File: src/rtl/flow_key_extractor.sv
// Byte-serial Ethernet/IPv4 header parser feeding the bloom-filter lookup.
// Pulls {src_ip, dst_ip, protocol} and the L4 ports out of IPv4 TCP/UDP
// frames and hands them over on a valid/ready key interface. Everything
// else (non-IPv4, other protocols, malformed or runt frames) is drained
// and counted without producing a key.
//
// state | meaning
// ETH   | MAC header, bytes 0-13, EtherType in bytes 12-13
// IP    | IPv4 header, bytes 0..IHL*4-1 (options skipped)
// L4    | first 4 bytes of TCP/UDP header (src/dst port)
// DRAIN | discard the rest of the frame until s_last
module flow_key_extractor #(
    parameter logic [15:0] ETHERTYPE_IPV4 = 16'h0800,
    parameter int          CNT_W          = 16
) (
    input  logic             clk,
    input  logic             reset,
    input  logic [7:0]       s_data,
    input  logic             s_valid,
    input  logic             s_last,
    output logic             s_ready,
    output logic [71:0]      key_ip_pro,
    output logic [15:0]      key_src_port,
    output logic [15:0]      key_dst_port,
    output logic             key_valid,
    input  logic             key_ready,
    output logic [CNT_W-1:0] key_cnt,
    output logic [CNT_W-1:0] drop_cnt
);

    localparam logic [CNT_W-1:0] CNT_ONE = {{(CNT_W-1){1'b0}}, 1'b1};
    localparam logic [CNT_W-1:0] CNT_MAX = {CNT_W{1'b1}};

    typedef enum logic [1:0] {ETH, IP, L4, DRAIN} state_t;

    state_t      state;
    state_t      nxt_state;
    logic [5:0]  byte_cnt;
    logic [5:0]  nxt_cnt;
    logic [3:0]  ihl;
    logic [7:0]  eth_hi;
    logic [7:0]  proto;
    logic [31:0] src_ip;
    logic [31:0] dst_ip;
    logic [15:0] src_port;
    logic [7:0]  dst_port_hi;
    logic        drain_drop;
    logic        nxt_drain_drop;
    logic        beat;
    logic        key_load;
    logic        drop_evt;
    logic        fail;
    logic [5:0]  ip_last_idx;

    // The only stall: last port byte would overwrite a key the consumer still holds.
    always_comb begin
        s_ready = !((state == L4) && (byte_cnt == 6'd3) && key_valid && !key_ready);
    end

    assign beat        = s_valid && s_ready;
    assign ip_last_idx = {ihl, 2'b00} - 6'd1;

    // Next-state decode; a failure with s_last ends the frame at once, otherwise drains it.
    always_comb begin
        nxt_state      = state;
        nxt_cnt        = byte_cnt;
        nxt_drain_drop = drain_drop;
        key_load       = 1'b0;
        drop_evt       = 1'b0;
        fail           = 1'b0;
        if (beat) begin
            nxt_cnt = byte_cnt + 6'd1;
            case (state)
                ETH: begin
                    if (byte_cnt == 6'd13) begin
                        if (({eth_hi, s_data} == ETHERTYPE_IPV4) && !s_last) begin
                            nxt_state = IP;
                            nxt_cnt   = 6'd0;
                        end else begin
                            fail = 1'b1;
                        end
                    end else if (s_last) begin
                        fail = 1'b1;
                    end
                end
                IP: begin
                    if ((byte_cnt == 6'd0) && ((s_data[7:4] != 4'd4) || (s_data[3:0] < 4'd5))) begin
                        fail = 1'b1;
                    end else if (s_last) begin
                        fail = 1'b1;
                    end else if (byte_cnt == ip_last_idx) begin
                        if ((proto == 8'd6) || (proto == 8'd17)) begin
                            nxt_state = L4;
                            nxt_cnt   = 6'd0;
                        end else begin
                            fail = 1'b1;
                        end
                    end
                end
                L4: begin
                    if (byte_cnt == 6'd3) begin
                        key_load       = 1'b1;
                        nxt_state      = s_last ? ETH : DRAIN;
                        nxt_cnt        = 6'd0;
                        nxt_drain_drop = 1'b0;
                    end else if (s_last) begin
                        fail = 1'b1;
                    end
                end
                DRAIN: begin
                    if (s_last) begin
                        drop_evt       = drain_drop;
                        nxt_state      = ETH;
                        nxt_cnt        = 6'd0;
                        nxt_drain_drop = 1'b0;
                    end
                end
                default: nxt_state = ETH;
            endcase
            if (fail) begin
                if (s_last) begin
                    drop_evt       = 1'b1;
                    nxt_state      = ETH;
                    nxt_cnt        = 6'd0;
                    nxt_drain_drop = 1'b0;
                end else begin
                    nxt_state      = DRAIN;
                    nxt_drain_drop = 1'b1;
                end
            end
        end
    end

    // Parser state, header field capture, key register and statistics.
    always_ff @(posedge clk) begin
        if (reset) begin
            state        <= ETH;
            byte_cnt     <= 6'd0;
            drain_drop   <= 1'b0;
            ihl          <= 4'd0;
            eth_hi       <= 8'd0;
            proto        <= 8'd0;
            src_ip       <= 32'd0;
            dst_ip       <= 32'd0;
            src_port     <= 16'd0;
            dst_port_hi  <= 8'd0;
            key_ip_pro   <= 72'd0;
            key_src_port <= 16'd0;
            key_dst_port <= 16'd0;
            key_valid    <= 1'b0;
            key_cnt      <= {CNT_W{1'b0}};
            drop_cnt     <= {CNT_W{1'b0}};
        end else begin
            state      <= nxt_state;
            byte_cnt   <= nxt_cnt;
            drain_drop <= nxt_drain_drop;

            if (beat) begin
                case (state)
                    ETH: if (byte_cnt == 6'd12) eth_hi <= s_data;
                    IP: begin
                        if (byte_cnt == 6'd0) ihl <= s_data[3:0];
                        if (byte_cnt == 6'd9) proto <= s_data;
                        if ((byte_cnt >= 6'd12) && (byte_cnt <= 6'd15)) src_ip <= {src_ip[23:0], s_data};
                        if ((byte_cnt >= 6'd16) && (byte_cnt <= 6'd19)) dst_ip <= {dst_ip[23:0], s_data};
                    end
                    L4: begin
                        if (byte_cnt == 6'd0) src_port[15:8] <= s_data;
                        if (byte_cnt == 6'd1) src_port[7:0]  <= s_data;
                        if (byte_cnt == 6'd2) dst_port_hi    <= s_data;
                    end
                    default: ;
                endcase
            end

            if (key_load) begin
                key_ip_pro   <= {src_ip, dst_ip, proto};
                key_src_port <= src_port;
                key_dst_port <= {dst_port_hi, s_data};
                key_valid    <= 1'b1;
            end else if (key_valid && key_ready) begin
                key_valid <= 1'b0;
            end

            if (key_load && (key_cnt != CNT_MAX)) key_cnt <= key_cnt + CNT_ONE;
            if (drop_evt && (drop_cnt != CNT_MAX)) drop_cnt <= drop_cnt + CNT_ONE;
        end
    end

endmodule

File: config.mk
export PLATFORM = sky130hd
export DESIGN_NAME = flow_key_extractor
export DESIGN_NICKNAME = d
export VERILOG_FILES = /design/src/rtl/flow_key_extractor.sv
export SDC_FILE = /design/constraint.sdc
export NUM_CORES = 1
export LEC_CHECK = 0
export ABC_AREA = 1
export CORE_MARGIN = 5
export CORE_UTILIZATION = 45
export DETAILED_ROUTE_END_ITERATION = 10
export DONT_BUFFER_PORTS = 1
export PLACE_DENSITY = 0.56
export SLEW_MARGIN = 20
export SYNTH_ARGS = -nofsm -noshare
export SYNTH_HDL_FRONTEND = slang
export SYNTH_SLANG_ARGS = --single-unit
File: constraint.sdc
create_clock -name clk -period 3.8 [get_ports clk]
set_clock_uncertainty 0.2 [all_clocks]
set_input_delay 0.57 -clock clk [delete_from_list [all_inputs] [get_ports clk]]
set_output_delay 0.57 -clock clk [all_outputs]
set_load 0.005 [all_outputs]
==> run metrics <==
clock power share 0.460; relative slew slack 0.305; Crit. Startpoint byte_cnt[1]; crit path DAT 3290 ps; layout net count 1314; IO Count 151; vias in the first global route 7838; kind of start point of the critical path register; setup TNS 0 ps; Root Driver clkbuf_16; gpl congestion 0.857; final hold vios 0; Hold WC Path Type input pin to register; sequential share of power 0.469; Cells after Synth 1335; largest net degree at the start of global routing 140; Worst Setup Path Type register to register; crit path time final 3020 ps; Global Route Usage Sum 0.197; antenna violations before repair 0; # DRC 0; Post-DP Area 0.0104 mm²; clock slew at reported path FFs 60 ps; top-count cell post-synth dfxtp_1; post-synthesis sequential element count 254; Async S/R FF share, synth 0; DR pass1 iterations 5; Max-cap violations 0; Slew Viols, Final 0; Post-synth top cells dfxtp_1, a21oi_1, nand2_1; vias 8596; PortBufs 0; pre-CTS setup slack 823 ps; die area 0.0262 mm²; Critical Path Sink Type register; Synth top area share 0.489; Hold-fix buffers, CTS 5; average via count per standard cell 5.38; row count 55; Resized cells post-CTS 0; Layout area overhead 9.51%; Max Fclk 331 MHz; final WL 27.0 mm; synth top area cells dfxtp_1, a21oi_1, nand2_1; Synth cell types 39; CTS tree yes; H-tree Lvls 1; Hold Crit Start s_data[5]; setup bufs post-CTS 0; DPL Wire Length 16.9 mm; CP Max Fanout 35; crit share post-route 0.795; diode count 0; post-synthesis sequential area ratio 0.489; core box area 0.0227 mm²; Yosys warnings 0; R2R cell count 12; RSZ-0062 raised after global routing false; Post-synth EDFFs 0; Leak 4.06 nW; final instance area 0.0114 mm²; Worst-Skew Late Latency 540 ps; largest area contributor in the netlist dfxtp_1; Critical R2R Launch byte_cnt[1]; hold depth 2; syn nets 1355; CTS buffer count 27; FF-to-FF setup slack 780 ps; worst-case vdd ir drop 296 µV; fin worst setup slack 778 ps; WP data required 4070 ps; worst slew pin tran 1040 ps; Pwr Total 5.82 mW; Int Pwr 4.44 mW; Sw Ratio 0.237; remaining global-route overflow 0; reg2reg end dst_ip[13]; CTS sink cnt 254; Starting Density 0.458; outcome complete, no violations; share of cells above drive strength 1 0.0647; combinational share of power 0.071; Min-Delay Endpoint dst_port_hi[5]; Final setup viols 0; Die W 162 µm; DR iter-0 viols 738; Layout fillers 2247; NetSw 1.38 mW; antenna viol nets, final 0; routed len/inst 16.9 µm; Die Height 162 µm; first-pass GRT wire length 43.0 mm; power per cell area 511 mW/mm²; Netlist Area Pre-Place 0.0104 mm²; Clock Path Buffers 3; Syn Area/Cell 7.79 µm²; leading register cell type out of synthesis dfxtp_1
[area by class of cell]
class	count	area (µm²)	area share
Sequential cell	254	5080	0.447
Multi-Input combinational cell	904	4540	0.399
Clock buffer	40	785	0.0689
Inverter	95	359	0.0315
Tap cell	285	357	0.0313
Timing Repair Buffer	12	133	0.0117
Clock inverter	8	121	0.0107
[layout by cell type (no fill, tap or decap), drive strengths merged]
cell	synthesis	layout
bufinv	0	3
a21oi	213	213
dlygate4sd3	0	4
o21a	38	38
nor4	5	5
o21ai	113	113
clkinvlp	0	1
xor2	12	12
nand4	11	11
nand2	202	202
o211ai	1	1
nor2	138	138
xnor2	14	14
nand3b	2	2
dfxtp	254	254
nor3b	2	2
clkinv	0	3
inv	95	96
clkbuf	31	40
buf	51	8
ha	7	7
nor3	16	16
nand3	130	130
[per-layer routing]
| metal | global-route usage | wire length (µm) | vias up | share of wire |
|---|---|---|---|---|
| li1 | - | - | 4378 | - |
| met1 | 0.287 | 12700 | 3938 | 0.47 |
| met2 | 0.296 | 11600 | 249 | 0.43 |
| met3 | 0.0558 | 2210 | 31 | 0.082 |
| met4 | 0.0377 | 483 | 0 | 0.018 |
| met5 | 0 | 0 | - | 0 |
[per-stage QoR]
step	hold slack [ps]	std cells	utilization
final	14.8	1598	0.501
after global routing	8.41	1598	0.501
after CTS	0.916	1598	0.501
after detailed placement	249	1545	0.458
after global placement	241	1545	0.458
after floorplan	230	1335	-
[power by group through the flow]
stage | clock network (mW) | registers [mW] | logic (mW)
after detailed placement | 0 | 2.79 | 0.377
after CTS | 2.74 | 2.73 | 0.411
after floorplan | 0 | 2.78 | 0.324
after global routing | 2.85 | 2.73 | 0.466
final | 2.68 | 2.73 | 0.412
after global placement | 0 | 2.79 | 0.379
[sequential cells by signal, summed over array words and instances, names as in the netlist, 16 cells and up]
register and cells:
drop_cnt 16, dst_ip 32, key_cnt 16, key_dst_port 16, key_ip_pro 72, key_src_port 16, src_ip 32, src_port 16
[worst max-delay path by stage]
stage / endpoint / slack (ps) / depth (start not counted)
floorplan: drop_cnt[9] / 1740 / 12
global placement: dst_ip[11] / 910 / 12
detailed placement: dst_ip[13] / 820 / 12
CTS: dst_ip[13] / 790 / 12
global route: dst_ip[13] / 510 / 12
finish: dst_ip[13] / 780 / 12
[cells by family (layout without fill, tap and decap cells)]
kind of cell	count (synthesis)	after routing	synth area share
buf+inv	177	155	0.0739
compound gates	365	365	0.185
xor+xnor	26	26	0.0219
fa+ha+maj	7	7	0.00843
simple gates	506	506	0.221
flops	254	254	0.489
[critical path, stage by stage, from the launching register on]
cell and delay [ps]:
dfxtp_1 350, ha_1 280, nand3_4 160, nor2_4 50
nand2_4 110, nand2_8 100, inv_2 170, nand2_2 110
inv_2 120, nand4_4 350, inv_2 580, o21ai_0 180
a21oi_1 170
Note: power is estimated with default switching activity, not from simulation.
